==> src/rtl/piso_pkg.sv <==
// Shared types and helpers for the parallel-in/serial-out serializer.
// Optional build macro: PISO_PARITY_EN (appends an even-parity bit to each frame).
package piso_pkg;

  typedef enum logic {IDLE, SHIFT} piso_state_t;

  // Counter width able to hold every bit index of a frame, including a parity slot.
  function automatic int piso_cnt_w(input int width);
    return $clog2(width + 1);
  endfunction

endpackage

==> src/rtl/piso_bit_counter.sv <==
// Frame bit counter: cleared on load, advances once per shifted bit, and
// saturates on the last bit of the frame (index L-1) instead of wrapping.
import piso_pkg::*;

module piso_bit_counter #(
  parameter int L     = 8,
  parameter int CNT_W = 4
) (
  input  logic             clk,
  input  logic             rst,
  input  logic             i_load,
  input  logic             i_inc,
  output logic [CNT_W-1:0] o_cnt,
  output logic             o_last
);

  logic [CNT_W-1:0] r_cnt;
  logic             w_last;

  assign w_last = (r_cnt == CNT_W'(L - 1));
  assign o_cnt  = r_cnt;
  assign o_last = w_last;

  // Bit index register: restart on a new word, step while bits remain.
  always_ff @(posedge clk) begin
    if (rst || i_load) begin
      r_cnt <= '0;
    end else if (i_inc && !w_last) begin
      r_cnt <= r_cnt + 1'b1;
    end
  end

endmodule

==> src/rtl/piso_serializer.sv <==
// Parallel-in/serial-out stage feeding the SISO shift-register chain.
// Accepts a WIDTH-bit word over valid/ready and emits one bit per clock,
// flagging the first bit of each frame; back-to-back words run gapless.
// Optional build macro: PISO_PARITY_EN (frame gains a trailing even-parity bit).
import piso_pkg::*;

module piso_serializer #(
  parameter int WIDTH     = 8,
  parameter int MSB_FIRST = 1
) (
  input  logic             clk,
  input  logic             rst,
  input  logic [WIDTH-1:0] din,
  input  logic             din_valid,
  output logic             din_ready,
  output logic             sout,
  output logic             sout_valid,
  output logic             sout_first,
  output logic             busy
);

`ifdef PISO_PARITY_EN
  localparam int L = WIDTH + 1;
`else
  localparam int L = WIDTH;
`endif
  localparam int CNT_W = piso_cnt_w(WIDTH);

  piso_state_t      r_state;
  piso_state_t      w_state_nxt;
  logic [WIDTH-1:0] r_shreg;
  logic [WIDTH-1:0] w_shifted;
  logic             r_sout;
  logic             r_valid;
  logic             r_first;
  logic [CNT_W-1:0] w_cnt;
  logic             w_cnt_last;
  logic             w_last_bit;
  logic             w_accept;
  logic             w_ready;
  logic             w_first_bit;
  logic             w_next_bit;
`ifdef PISO_PARITY_EN
  logic             r_par;
`endif

  assign w_last_bit = (r_state == SHIFT) && w_cnt_last;
  assign w_accept   = din_valid && w_ready;
  assign w_first_bit = (MSB_FIRST != 0) ? din[WIDTH-1] : din[0];

  assign din_ready  = w_ready;
  assign sout       = r_sout;
  assign sout_valid = r_valid;
  assign sout_first = r_first;
  assign busy       = (r_state == SHIFT);

  piso_bit_counter #(
    .L     (L),
    .CNT_W (CNT_W)
  ) u_cnt (
    .clk    (clk),
    .rst    (rst),
    .i_load (w_accept),
    .i_inc  (r_state == SHIFT),
    .o_cnt  (w_cnt),
    .o_last (w_cnt_last)
  );

  // State register.
  always_ff @(posedge clk) begin
    if (rst) r_state <= IDLE;
    else     r_state <= w_state_nxt;
  end

  // Next state and handshake: ready when idle or while the last bit is on sout.
  always_comb begin
    w_state_nxt = r_state;
    w_ready     = 1'b0;
    case (r_state)
      IDLE: begin
        w_ready = !rst;
        if (din_valid && !rst) w_state_nxt = SHIFT;
      end
      SHIFT: begin
        w_ready = !rst && w_cnt_last;
        if (w_cnt_last && !(din_valid && !rst)) w_state_nxt = IDLE;
      end
      default: w_state_nxt = IDLE;
    endcase
  end

  // Shift direction and the bit that follows the one currently on sout.
  always_comb begin
    if (MSB_FIRST != 0) begin
      w_shifted  = {r_shreg[WIDTH-2:0], 1'b0};
      w_next_bit = r_shreg[WIDTH-2];
    end else begin
      w_shifted  = {1'b0, r_shreg[WIDTH-1:1]};
      w_next_bit = r_shreg[1];
    end
`ifdef PISO_PARITY_EN
    if (w_cnt == CNT_W'(WIDTH - 1)) w_next_bit = r_par;
`endif
  end

`ifdef PISO_PARITY_EN
  // Even parity of the accepted word, driven after the last data bit.
  always_ff @(posedge clk) begin
    if (rst)           r_par <= 1'b0;
    else if (w_accept) r_par <= ^din;
  end
`endif

  // Shift register and registered serial outputs.
  always_ff @(posedge clk) begin
    if (rst) begin
      r_shreg <= '0;
      r_sout  <= 1'b0;
      r_valid <= 1'b0;
      r_first <= 1'b0;
    end else if (w_accept) begin
      r_shreg <= din;
      r_sout  <= w_first_bit;
      r_valid <= 1'b1;
      r_first <= 1'b1;
    end else if (r_state == SHIFT) begin
      r_first <= 1'b0;
      if (!w_last_bit) begin
        r_shreg <= w_shifted;
        r_sout  <= w_next_bit;
      end else begin
        r_valid <= 1'b0;
        r_sout  <= 1'b0;
      end
    end
  end

endmodule

==> config.mk <==
export PLATFORM = sky130hd
export DESIGN_NAME = piso_serializer
export DESIGN_NICKNAME = d
export VERILOG_FILES = /design/src/rtl/piso_pkg.sv /design/src/rtl/piso_bit_counter.sv /design/src/rtl/piso_serializer.sv
export SDC_FILE = /design/constraint.sdc
export NUM_CORES = 1
export LEC_CHECK = 0
export BUFFER_PORTS_ARGS = -buffer_cell sky130_fd_sc_hd__buf_2
export CAP_MARGIN = 40
export CORE_MARGIN = 2
export CORE_UTILIZATION = 50
export DETAILED_ROUTE_END_ITERATION = 10
export HOLD_SLACK_MARGIN = 0.12
export PLACE_DENSITY = 0.75
export RECOVER_POWER = 25
export SETUP_SLACK_MARGIN = 0.5
export SYNTH_ARGS = -nofsm -noshare
export SYNTH_HDL_FRONTEND = slang
export SYNTH_SLANG_ARGS = --single-unit
==> constraint.sdc <==
create_clock -name clk -period 2.05 [get_ports clk]
set_clock_uncertainty 0.2 [all_clocks]
set_input_delay 0.3075 -clock clk [delete_from_list [all_inputs] [get_ports clk]]
set_output_delay 0.3075 -clock clk [all_outputs]
set_load 0.02 [all_outputs]
## Yosys cells after proc, flatten, opt, wreduce, memory -nomap -nowiden

Index checks and enable logic that the tools add are counted.

- Register bits after elaboration: 15
- Input bits: 11

- Bitwise gates (word level): 1
- Mux-type cells: 15
- Reductions and logical operators: 14
- Equal/unequal tests: 2
- $add $sub $neg: 1

Operators by type and width:

| cell | number |
|---|---|
| 7-bit 2-to-1 mux | 3 |
| 1-bit 2-to-1 mux | 10 |
| 1-bit logical AND | 6 |
| 4-bit by 1-bit adder with 4-bit output, second input constant | 1 |
| 4-bit by 3-bit == test with 1-bit output, second input constant | 1 |
| 1-bit case mux with 2 select lines | 2 |
| 2-bit AND reduction | 2 |
| 2-bit nonzero test | 2 |
| 1-bit logical NOT | 3 |
| 2-bit by 1-bit inequality test with 1-bit output, second input constant | 1 |
| 1-bit logical OR | 1 |
| 1-bit NOT | 1 |

## Depth between registers and ports, before layout

Gate-level depths: netlist of run 1.

- Word-level depth: 6
- Depth in mapped cells: 5

## Cells and area by module

From an unflattened synthesis of run 1, not the netlist that was laid out.

- Cell total of the unflattened synthesis: 80
- Area, all modules: 684.4 sq um

Modules (own cells, without submodules):

| module | sequential area each (sq um) | cells an instance | area an instance (sq um) | times used |
|---|---|---|---|---|
| piso_serializer | 220.2 | 57 | 476.7 | 1 |
| piso_bit_counter | 80.1 | 23 | 207.7 | 1 |

## Worst setup path before layout of run 1

Ideal clock, no wire load.

- Path type: flip-flop to output port
- Start: register u_cnt.r_cnt[0] (netlist: u_cnt.o_cnt[0])
- End: output din_ready
- Required time: 1.542 ns
- Stages on the path, launching flop included: 4
- Setup slack: 0.408 ns
- Data arrival time: 1.135 ns
- Buffers on the path: 0
- Cells stage by stage: dfxtp_1 ha_1 nand3b_1 a21oi_1

- Cells in the longest elaborated chain, start to end: 3

RTL lines:

| element | line | text |
|---|---|---|
| start, declared | piso_bit_counter.sv:17 | `logic [CNT_W-1:0] r_cnt;` |
| start signal, assigned | piso_bit_counter.sv:29 | `r_cnt <= r_cnt + 1'b1;` |
| 4-bit by 3-bit == test with 1-bit output | piso_bit_counter.sv:20 | `assign w_last = (r_cnt == CNT_W'(L - 1));` |
| 1-bit logical AND | piso_serializer.sv:85 | `w_ready = !rst && w_cnt_last;` |
| 1-bit case mux with 2 select lines | piso_serializer.sv:79 | `case (r_state)` |
| end, declared | piso_serializer.sv:15 | `output logic din_ready,` |

No other way between the ends.

## Final worst setup path of run 1

- Start: register u_cnt.r_cnt[1] (netlist: u_cnt.o_cnt[1])
- End: output din_ready

Same word-level chain as after synthesis.

==> results.md, run 1 <==
| Item | Reported |
|:---|:---|
| Number of top-level pins | 16 |
| Area leader, netlist | dfxtp_1 |
| Routed wire length | 1732 µm |
| Number of remaining DRC errors | 0 |
| Overall fraction of global-route tracks in use | 21.79% |
| Highest clock rate | 540.9 MHz |
| Fraction of met1 tracks used by global routing | 28.38% |
| Share of cells above drive strength 1 | 37.25% |
| Number of max-cap violations | 0 |
| Fraction of the cycle the final worst path needs | 90.19% |
| Capture instance of the worst register-to-register path | r_shreg[5] |
| Count of nets after finishing | 115 |
| Final weighted congestion in routability-driven placement | 0.8669 |
| Worst Path Required | 1540 ps |
| Vias after detailed routing | 700 |
| Slew of the pin with the lowest slew margin | 310.6 ps |
| Run status | completed |
| Tmin final | 1849 ps |
| Number of enable-type register cells in the synthesized netlist | 0 |
| Critical path fanouts, max | 2 |
| Ys async rst share | 0% |
| Crit path capture type | output port |
| Number of library cell types mapped by synthesis | 28 |
| Total setup violations reported at the end of the flow | 0 |
| Global-route track usage on met3 | 7.979% |
| Placed wire-length estimate | 953.8 µm |
| Inserted Clock Buffers | 3 |
| Global-route layer with the greatest usage | met2 |
| Average detailed-routed wire length per instance | 14.80 µm |
| Netlist area before placement | 698.2 µm² |
| Number of levels in the clock H-tree | 1 |
| Pwr dens | 629.7 nW/µm² |
| Sequential-to-total area share from yosys stat | 43.01% |
| Flip-flop and latch count after synthesis | 15 |
| Global-route met2 utilization | 32.03% |
| RSZ-0062 raised after global routing | true |
| Synth warnings | 0 |
| Total number of placement rows | 13 |
| Type of element launching the critical path | flip-flop |
| IO Port Bufs | 15 |
| Number of vias per cell | 5.983 |
| Area Growth Syn to Fin | 38.17% |
| Starting Density | 53.65% |
| Cell chosen for the clock root | clkbuf_4 |
| Hold/Removal Path Class | in -> reg |
| Reg2reg start | u_cnt.o_cnt[1] |
| Post-Syn Nets | 86 |
| Number of design-rule violations left by the first detailed-router iteration | 36 |
| Buffers from clock root to sink, at most | 2 |
| Worst IR Drop VDD | 0.0003666 V |
| Clock tree from TritonCTS | yes |
| First-pass iteration count of the detailed router | 4 |
| Number of global-route vias before repair | 538 |
| Remaining antenna violation count after routing | 0 |
| Worst hold stages | 3 |
| Filler cells | 93 |
| Largest net degree at the start of global routing | 17 |
| Launching element of the worst setup path | u_cnt.o_cnt[1] |
| Leak Pwr | 0.3916 nW |
| Average size of a mapped cell | 9.435 µm² |
| Post-synthesis cell count | 74 |
| Antenna violations before repair | 0 |
| Die X | 41.37 µm |
| Std-Cell Core Area | 1301 µm² |
| Final core utilization | 74.13% |
| Clock transition at the register clock pins on the worst setup and hold paths after CTS | 90 ps |
| Die Y-Extent | 41.37 µm |
| Commonest cells post-synth | dfxtp_1, a21oi_1, mux2i_1, nor3_1, a211oi_1 |
| Max-slew headroom | 79.30% |
| Fin cells | 117 |
| Max Slew Vio Count | 0 |
| Capture point of the critical path | din_ready |
| First-pass GRT wire length | 2325 µm |
| Sink Count | 15 |
| Fin Setup TNS | 0 ps |
| Top_reg_cell synth | dfxtp_1 |
| Critical Setup Path Class | reg -> out |
| Sum of overflow across all layers after global routing | 0 |
| Data arrival time of the critical path | 1340 ps |
| Share of the synthesized area in the top cell type | 43.01% |
| Insertion delay of the later-clocked pin in the worst-skew pair | 290 ps |
| Diode count | 0 |
| Total placed cells including tap cells | 100 |
| Most instantiated library cell after synthesis | dfxtp_1 |
| Count of cells along the worst register-to-register path | 7 |
| Reg2reg setup slack | 310 ps |
| Final Hold Violating Endpoints | 0 |
| Ranking of synthesized cells by area | dfxtp_1, mux2i_1, a211oi_1 |
| Die Footprint | 1711 µm² |
-- area by class of cell --
type                            instances  area [µm²]  share of cell area (%)
Clock buffer                            4       26.28                   2.724
Inverter                                3       11.26                   1.167
Multi-Input combinational cell         51       410.4                   42.54
Sequential cell                        15       301.5                   31.26
Tap cell                               15       18.77                   1.946
Timing Repair Buffer                   29       196.4                   20.36
-- how the worst min path moves through the flow --
stage / slack (ps) / from / endpoint
5_1_grt: 150 / din[7] / sout
4_1_cts: 140 / din[7] / sout
6_report: 130 / din[7] / sout
2_1_floorplan: 260 / r_shreg[6] / sout
3_3_place_gp: 250 / sout_valid / sout_valid
3_5_place_dp: 250 / sout_valid / sout_valid
-- metal layers --
metal	share of wire (%)	wire [µm]	vias up
li1	-	-	332
met1	41	705	325
met2	48	825	34
met3	7.7	133	9
met4	3.9	67	0
met5	0	0	-
-- worst max-delay path: stages (launching register included) --
cell,delay (ps)
dfxtp_1,410
ha_4,160
nand3b_1,110
a21oi_1,200
buf_4,170
-- flip-flops by register name (all words and copies together) (netlist names) --
signal	flops
busy	1
sout	1
r_shreg	7
sout_first	1
u_cnt.o_cnt	4
sout_valid	1
-- report_power, final --
part | leakage [nW] | internal, mW | total, mW | switching, mW
combinational | 0.252 | 0.0515 | 0.112 | 0.0610
clock | 0.0150 | 0.0758 | 0.172 | 0.0961
sequential | 0.124 | 0.311 | 0.323 | 0.0120
-- logic make-up (layout without fill, tap and decap cells) --
family | count (synthesis) | count (layout) | share of synthesized area, %
muxes | 7 | 7 | 10.04
buffers and inverters | 8 | 36 | 6.809
AOI/OAI and AO/OA | 23 | 23 | 22.04
adders and majority gates | 1 | 1 | 1.792
and+or+nand+nor | 20 | 20 | 16.31
DFF | 15 | 15 | 43.01
-- per-stage QoR --
| step | setup WS [ps] | power [mW] | area [µm²] | hold WS, ps |
|---|---|---|---|---|
| 3_3_place_gp | 414.1 | 0.4152 | 767.0 | 246.0 |
| 6_report | 201.1 | 0.6074 | 964.7 | 125.6 |
| 5_1_grt | 124.8 | 0.6339 | 964.7 | 145.3 |
| 3_5_place_dp | 342.2 | 0.4160 | 767.0 | 254.7 |
| 2_1_floorplan | 514.4 | 0.3894 | 701.9 | 264.8 |
| 4_1_cts | 306.5 | 0.5932 | 890.9 | 135.1 |
-- layout by cell type, fill, tap and decap left out, types with 2 or more instances in the layout --
cell type	netlist	final
buf_2	2	11
dfxtp_1	15	14
inv_1	2	2
buf_4	0	11
a211oi_2	1	2
nor3_1	7	5
o21ai_0	3	3
buf_6	2	2
nand3b_1	2	2
mux2i_1	7	7
clkbuf_4	0	3
nand2_1	2	2
a21oi_1	7	6
clkbuf_1	1	4
a211oi_1	6	5
nand3_1	3	3
nor3_2	0	2
-- repair_timing --
action / CTS / global route
endpoints found under the setup margin: 9 / 14
hold buffers: 1 / 0
setup buffers: 7 / 5
endpoints found under the hold margin: 1 / 0
pin swaps: 3 / 2
gates resized for setup: 9 / 9
Power figures use the tool's default switching activity.
==> inputs of run 2 (changes only) <==
--- a/config.mk
+++ b/config.mk
@@ -9,6 +9,7 @@
 export CAP_MARGIN = 40
 export CORE_MARGIN = 2
 export CORE_UTILIZATION = 50
+export CTS_BUF_LIST = sky130_fd_sc_hd__clkbuf_8
 export DETAILED_ROUTE_END_ITERATION = 10
 export HOLD_SLACK_MARGIN = 0.12
 export PLACE_DENSITY = 0.75
==> results.md, run 2 (synthesis results as in run 1) <==
| Item | Reported | vs previous |
|:---|:---|:---|
| Cell internal power dissipation | 488.9 µW | +12% |
| Commonest cells after routing, fill and taps aside | dfxtp_1, buf_2, mux2i_1, nor3_1 |  |
| Clock transition at the register clock pins on the worst setup and hold paths after CTS | 60 ps | -30 ps |
| Leak Pwr | 0.3672 nW | -6.2% |
| Sum of overflow across all layers after global routing | 0 | unchanged |
| Max-slew headroom | 78.00% | -1.3 points |
| Largest net degree at the start of global routing | 17 | unchanged |
| Number of vias per cell | 6.009 | +0.44% |
| Register Area | 302.8 µm² | +0.41% |
| First-pass iteration count of the detailed router | 4 | unchanged |
| Tmin final | 1751 ps | -98.05 ps |
| Average detailed-routed wire length per instance | 15.13 µm | +2.2% |
| Type of element launching the critical path | flip-flop |  |
| Final weighted congestion in routability-driven placement | 0.8669 | unchanged |
| Filler cells | 103 | +11% |
| Worst-path cell with the longest stage delay | dfxtp_2 |  |
| Die Footprint | 1711 µm² | unchanged |
| Worst IR Drop VDD | 0.0004129 V | +13% |
| Number of design-rule violations left by the first detailed-router iteration | 11 | -69% |
| IO Port Bufs | 15 | unchanged |
| Worst hold stages | 3 | unchanged |
| Final WS setup | 299.1 ps | +98.05 ps |
| Sink Count | 15 | unchanged |
| Antenna violations before repair | 0 | unchanged |
| Cell breakdown of the critical path | ha_4 -> nand3b_1 -> a21oi_1 -> buf_4 |  |
| Placed cell areas | 767.0 µm² | unchanged |
| Area Growth Syn to Fin | 32.08% |  |
| Cell chosen for the clock root | clkbuf_8 |  |
| Critical path fanouts, max | 5 | +3 |
| Clk network pwr share | 35.3% | +7.0 points |
| Share of cells above drive strength 1 | 31.58% | -5.7 points |
| Delay of the slowest cell on the worst path | 360 ps | -50 ps |
| Std-Cell Core Area | 1301 µm² | unchanged |
| Hold/Removal Path Class | in -> reg |  |
| Die Y-Extent | 41.37 µm | unchanged |
| Inserted Clock Buffers | 3 | unchanged |
| Largest register FFs | 7 | unchanged |
| Pwr dens | 716.6 nW/µm² | +14% |
| Count of cells along the worst register-to-register path | 8 | +1 |
| Overall fraction of global-route tracks in use | 20.20% | -1.6 points |
| Combinational fraction of design power | 15.8% | -2.7 points |
| Non-Filler Cell Area, Final | 922.1 µm² | -4.4% |
| Setup Slack @ Placement | 342.2 ps | unchanged |
| Final Hold Violating Endpoints | 0 | unchanged |
| Routed wire length | 1664 µm | -3.9% |
| Number of remaining DRC errors | 0 | unchanged |
| Part of the power in registers | 48.8% | -4.4 points |
| Switching power | 171.9 µW | +1.7% |
| Total setup violations reported at the end of the flow | 0 | unchanged |
| Number of top-level pins | 16 | unchanged |
| Count of nets after finishing | 108 | -6.1% |
| Highest clock rate | 571.1 MHz | +5.6% |
| Buffers from clock root to sink, at most | 2 | unchanged |
| Run status | completed |  |
| Starting Density | 53.65% | unchanged |
| Vias after detailed routing | 661 | -5.6% |
| Insertion delay of the later-clocked pin in the worst-skew pair | 250 ps | -40 ps |
| Reg with most FFs | r_shreg |  |
| First-pass GRT wire length | 2201 µm | -5.3% |
| Crit path capture type | output port |  |
| Leading cell type in the layout, fill and taps excluded | dfxtp_1 |  |
| Slew of the pin with the lowest slew margin | 329.9 ps | +19.38 ps |
| Data arrival time of the critical path | 1240 ps | -100 ps |
| Number of levels in the clock H-tree | 1 | unchanged |
| Worst Path Required | 1540 ps | about the same |
| RSZ-0062 raised after global routing | true |  |
| Number of max-cap violations | 0 | unchanged |
| Critical Setup Path Class | reg -> out |  |
| Number of global-route vias before repair | 541 | +0.56% |
| Fin Setup TNS | 0 ps | unchanged |
| Total number of placement rows | 13 | unchanged |
| Switching part of the total power | 26.02% | -1.8 points |
| Die X | 41.37 µm | unchanged |
| Fraction of the cycle the final worst path needs | 85.41% | -4.8 points |
| Remaining antenna violation count after routing | 0 | unchanged |
| Max Slew Vio Count | 0 | unchanged |
| Area occupied by multi-input gates | 402.9 µm² | -1.8% |
| Diode count | 0 | unchanged |
| Overall power of the completed layout | 660.8 µW | +8.8% |
| Placed wire-length estimate | 953.8 µm | unchanged |
| Clock tree from TritonCTS | yes |  |
run 2: cell types whose count changed in the layout (fill, tap and decap cells not counted), sizes merged:
cell	delta
buf	-6
dlygate4sd3	-1
inv	+1
clkbuf	-1
run 2: per-layer routing:
layer	up-vias	track usage [%]	wire length (µm)	part of all wire (%)
met5	-	0	0	0
met4	0	9.677	18	1.1
met3	4	4.787	69	4.1
met2	17	31.25	825	50
met1	316	26.32	750	45
li1	324	-	-	-
run 2: power by group through the flow:
stage                     sequential (mW)  clock (mW)  combinational, mW
final                               0.323       0.234              0.105
after floorplan                     0.334           0             0.0557
after CTS                           0.322       0.238             0.0977
after detailed placement            0.328           0             0.0882
after global placement              0.328           0             0.0874
after global routing                0.324       0.250              0.112
run 2: worst max-delay path: cells and delay by family, from the launching register on:
| family | cells | cell delay, ps |
|---|---|---|
| AO/OA/AOI/OAI | 1 | 180 |
| adder cells (fa/ha/maj) | 1 | 160 |
| buffers and inverters | 1 | 170 |
| flip-flops | 1 | 360 |
| AND/OR/NAND/NOR | 1 | 120 |
run 2: path summary, 6_finish.rpt:
path	from	end	slack, ps
hold reg to reg	sout_valid	sout_valid	260
setup reg to reg	u_cnt.o_cnt[1]	sout_valid	400
setup / recovery	u_cnt.o_cnt[1]	din_ready	300
hold / removal	din[0]	r_shreg[0]	120
run 2: repair_timing:
| item | CTS | global route |
|---|---|---|
| endpoints found under the setup margin | 10 | 13 |
| hold buffers | 0 | 0 |
| resized for setup | 9 | 7 |
| pin swaps | 4 | 3 |
| buffers inserted | 5 | 1 |
run 2: cell type report:
type / count / share of cell area, %
clock inverters: 1 / 0.4071
clock buffers: 3 / 4.478
flip-flops and latches: 15 / 32.84
multi-input cells: 51 / 43.69
inverters: 3 / 1.221
repair buffers: 22 / 15.33
well taps: 15 / 2.035
run 2: per-stage QoR:
| stage | std cells | util (%) | hold WS, ps |
|---|---|---|---|
| finish | 110 | 70.87 | 122.0 |
| global route | 110 | 70.87 | 157.3 |
| CTS | 109 | 67.98 | 126.9 |
| detailed placement | 100 | 58.94 | 254.7 |
| global placement | 100 | 58.94 | 246.0 |
| floorplan | 74 | - | 264.8 |
==> inputs of run 3 (changes only) <==
--- a/config.mk
+++ b/config.mk
@@ -12,8 +12,8 @@
 export CTS_BUF_LIST = sky130_fd_sc_hd__clkbuf_8
 export DETAILED_ROUTE_END_ITERATION = 10
 export HOLD_SLACK_MARGIN = 0.12
-export PLACE_DENSITY = 0.75
-export RECOVER_POWER = 25
+export PLACE_DENSITY = 0.87
+export RECOVER_POWER = 50
 export SETUP_SLACK_MARGIN = 0.5
 export SYNTH_ARGS = -nofsm -noshare
 export SYNTH_HDL_FRONTEND = slang
==> results.md, run 3 (synthesis results as in run 1) <==
| Item | Reported | vs previous |
|:---|:---|:---|
| Run status | completed |  |
| Sink Count | 15 | unchanged |
| Inserted Clock Buffers | 3 | unchanged |
| Overall power of the completed layout | 651.1 µW | -1.5% |
| Fin Setup TNS | 0 ps | unchanged |
| Type of element launching the critical path | flip-flop |  |
| Clock tree from TritonCTS | yes |  |
| Worst Path Required | 1540 ps | about the same |
| Worst IR Drop VDD | 0.0004464 V | +8.1% |
| Cell chosen for the clock root | clkbuf_8 |  |
| Clock transition at the register clock pins on the worst setup and hold paths after CTS | 60 ps | about the same |
| Register Area | 301.5 µm² | -0.41% |
| Die Footprint | 1711 µm² | unchanged |
| Number of vias per cell | 6.055 | +0.76% |
| Capture instance of the worst register-to-register path | r_shreg[3] |  |
| Reg2reg setup slack | 320 ps | -80 ps |
| Capture point of the critical path | din_ready |  |
| Launching element of the worst setup path | busy |  |
| Max-slew headroom | 70.65% | -7.4 points |
| Routed wire length | 1695 µm | +1.9% |
| Highest clock rate | 552.5 MHz | -3.3% |
| Slew of the pin with the lowest slew margin | 440.2 ps | +110.3 ps |
| Hold/Removal Path Class | in -> reg |  |
| Worst hold-check slack | 171.9 ps | +49.96 ps |
| Data arrival time of the critical path | 1300 ps | +60 ps |
| Largest register FFs | 7 | unchanged |
| Insertion delay of the later-clocked pin in the worst-skew pair | 240 ps | about the same |
| Number of top-level pins | 16 | unchanged |
| Die X | 41.37 µm | unchanged |
| Critical path fanouts, max | 11 | +6 |
| Count of nets after finishing | 108 | unchanged |
| Average detailed-routed wire length per instance | 15.41 µm | +1.9% |
| Number of remaining DRC errors | 0 | unchanged |
| First-pass iteration count of the detailed router | 4 | unchanged |
| IO Port Bufs | 15 | unchanged |
| Vias after detailed routing | 666 | +0.76% |
| Number of design-rule violations left by the first detailed-router iteration | 21 | +10 |
| Max Slew Vio Count | 0 | unchanged |
| Critical Setup Path Class | reg -> out |  |
| Leading cell type in the layout, fill and taps excluded | dfxtp_1 |  |
| Count of cells along the worst register-to-register path | 6 | -2 |
| Share of cells above drive strength 1 | 24.21% | -7.4 points |
| Fraction of the cycle the final worst path needs | 88.30% | +2.9 points |
| Buffers from clock root to sink, at most | 2 | unchanged |
| Sum of overflow across all layers after global routing | 0 | unchanged |
| Reg with most FFs | r_shreg |  |
| Final WS setup | 239.9 ps | -59.17 ps |
| Number of levels in the clock H-tree | 1 | unchanged |
| RSZ-0062 raised after global routing | true |  |
| Number of max-cap violations | 0 | unchanged |
| Total setup violations reported at the end of the flow | 0 | unchanged |
| Commonest cells after routing, fill and taps aside | dfxtp_1, buf_2 |  |
| Starting Density | 53.65% | unchanged |
| Final core utilization | 65.10% | -5.8 points |
| Largest net degree at the start of global routing | 17 | unchanged |
| Filler cells | 123 | +19% |
| Final weighted congestion in routability-driven placement | 0.8279 | -4.5% |
| Overall fraction of global-route tracks in use | 23.38% | +3.2 points |
| Number of global-route vias before repair | 501 | -7.4% |
| Final Hold Violating Endpoints | 0 | unchanged |
| Reg2reg start | u_cnt.o_cnt[1] |  |
| Tmin final | 1810 ps | +59.17 ps |
| Diode count | 0 | unchanged |
| Pwr dens | 768.7 nW/µm² | +7.3% |
| Remaining antenna violation count after routing | 0 | unchanged |
| Antenna violations before repair | 0 | unchanged |
| Total number of placement rows | 13 | unchanged |
| Std-Cell Core Area | 1301 µm² | unchanged |
| Die Y-Extent | 41.37 µm | unchanged |
| Area occupied by multi-input gates | 347.8 µm² | -14% |
| First-pass GRT wire length | 2387 µm | +8.5% |
| Leak Pwr | 0.3530 nW | -3.9% |
| Crit path capture type | output port |  |
| Setup Slack @ Placement | 382.7 ps | +40.51 ps |
| Area Growth Syn to Fin | 21.33% |  |
| Hold buffer count at CTS | 0 | unchanged |
| Placed wire-length estimate | 927.4 µm | -2.8% |
[run 3: how the worst min path moves through the flow]
| stage | startpoint | to | slack [ps] | cells after the start |
|---|---|---|---|---|
| 2_1_floorplan | r_shreg[6] | sout | 260 | 2 |
| 3_3_place_gp | sout_valid | sout_valid | 240 | 1 |
| 3_5_place_dp | sout_valid | sout_valid | 250 | 1 |
| 4_1_cts | din[0] | r_shreg[0] | 160 | 3 |
| 5_1_grt | din[7] | sout | 180 | 3 |
| 6_report | din[7] | sout | 170 | 3 |
[run 3: what timing repair did]
action                                  CTS  global route
setup buffers                             4             2
pin swaps                                 2             1
cloned                                    0             0
endpoints found under the setup margin   10             4
endpoints found under the hold margin     0             0
resized for setup                         5             1
[run 3: layout make-up]
type	instances	area share (%)
Multi-Input combinational cell	51	41.06
Clock inverter	1	0.4431
Sequential cell	15	35.60
Inverter	3	1.329
Clock buffer	3	4.874
Timing Repair Buffer	22	14.48
Tap cell	15	2.216
[run 3: per-layer routing]
| layer | vias up | global-route usage [%] | share of wire [%] |
|---|---|---|---|
| li1 | 322 | - | - |
| met1 | 322 | 31.13 | 44 |
| met2 | 20 | 33.20 | 51 |
| met3 | 2 | 6.383 | 3.8 |
| met4 | 0 | 14.52 | 0.77 |
| met5 | - | 0 | 0 |
[run 3: worst max-delay path, cell delays in order (launching register included)]
cell and delay (ps):
dfxtp_1 350, clkbuf_1 370, a21oi_1 150, buf_4 190
[run 3: power by group]
group,total [mW],internal (mW),switching (mW),leakage (nW)
clock network,0.234,0.133,0.101,0.0269
logic,0.0956,0.0393,0.0563,0.202
registers,0.321,0.311,0.0100,0.124
[run 3: metrics by stage]
stage,std cells,instance area [µm²]
6_report,110,847.1
5_1_grt,110,847.1
4_1_cts,108,859.6
3_5_place_dp,100,767.0
3_3_place_gp,100,767.0
2_1_floorplan,74,701.9
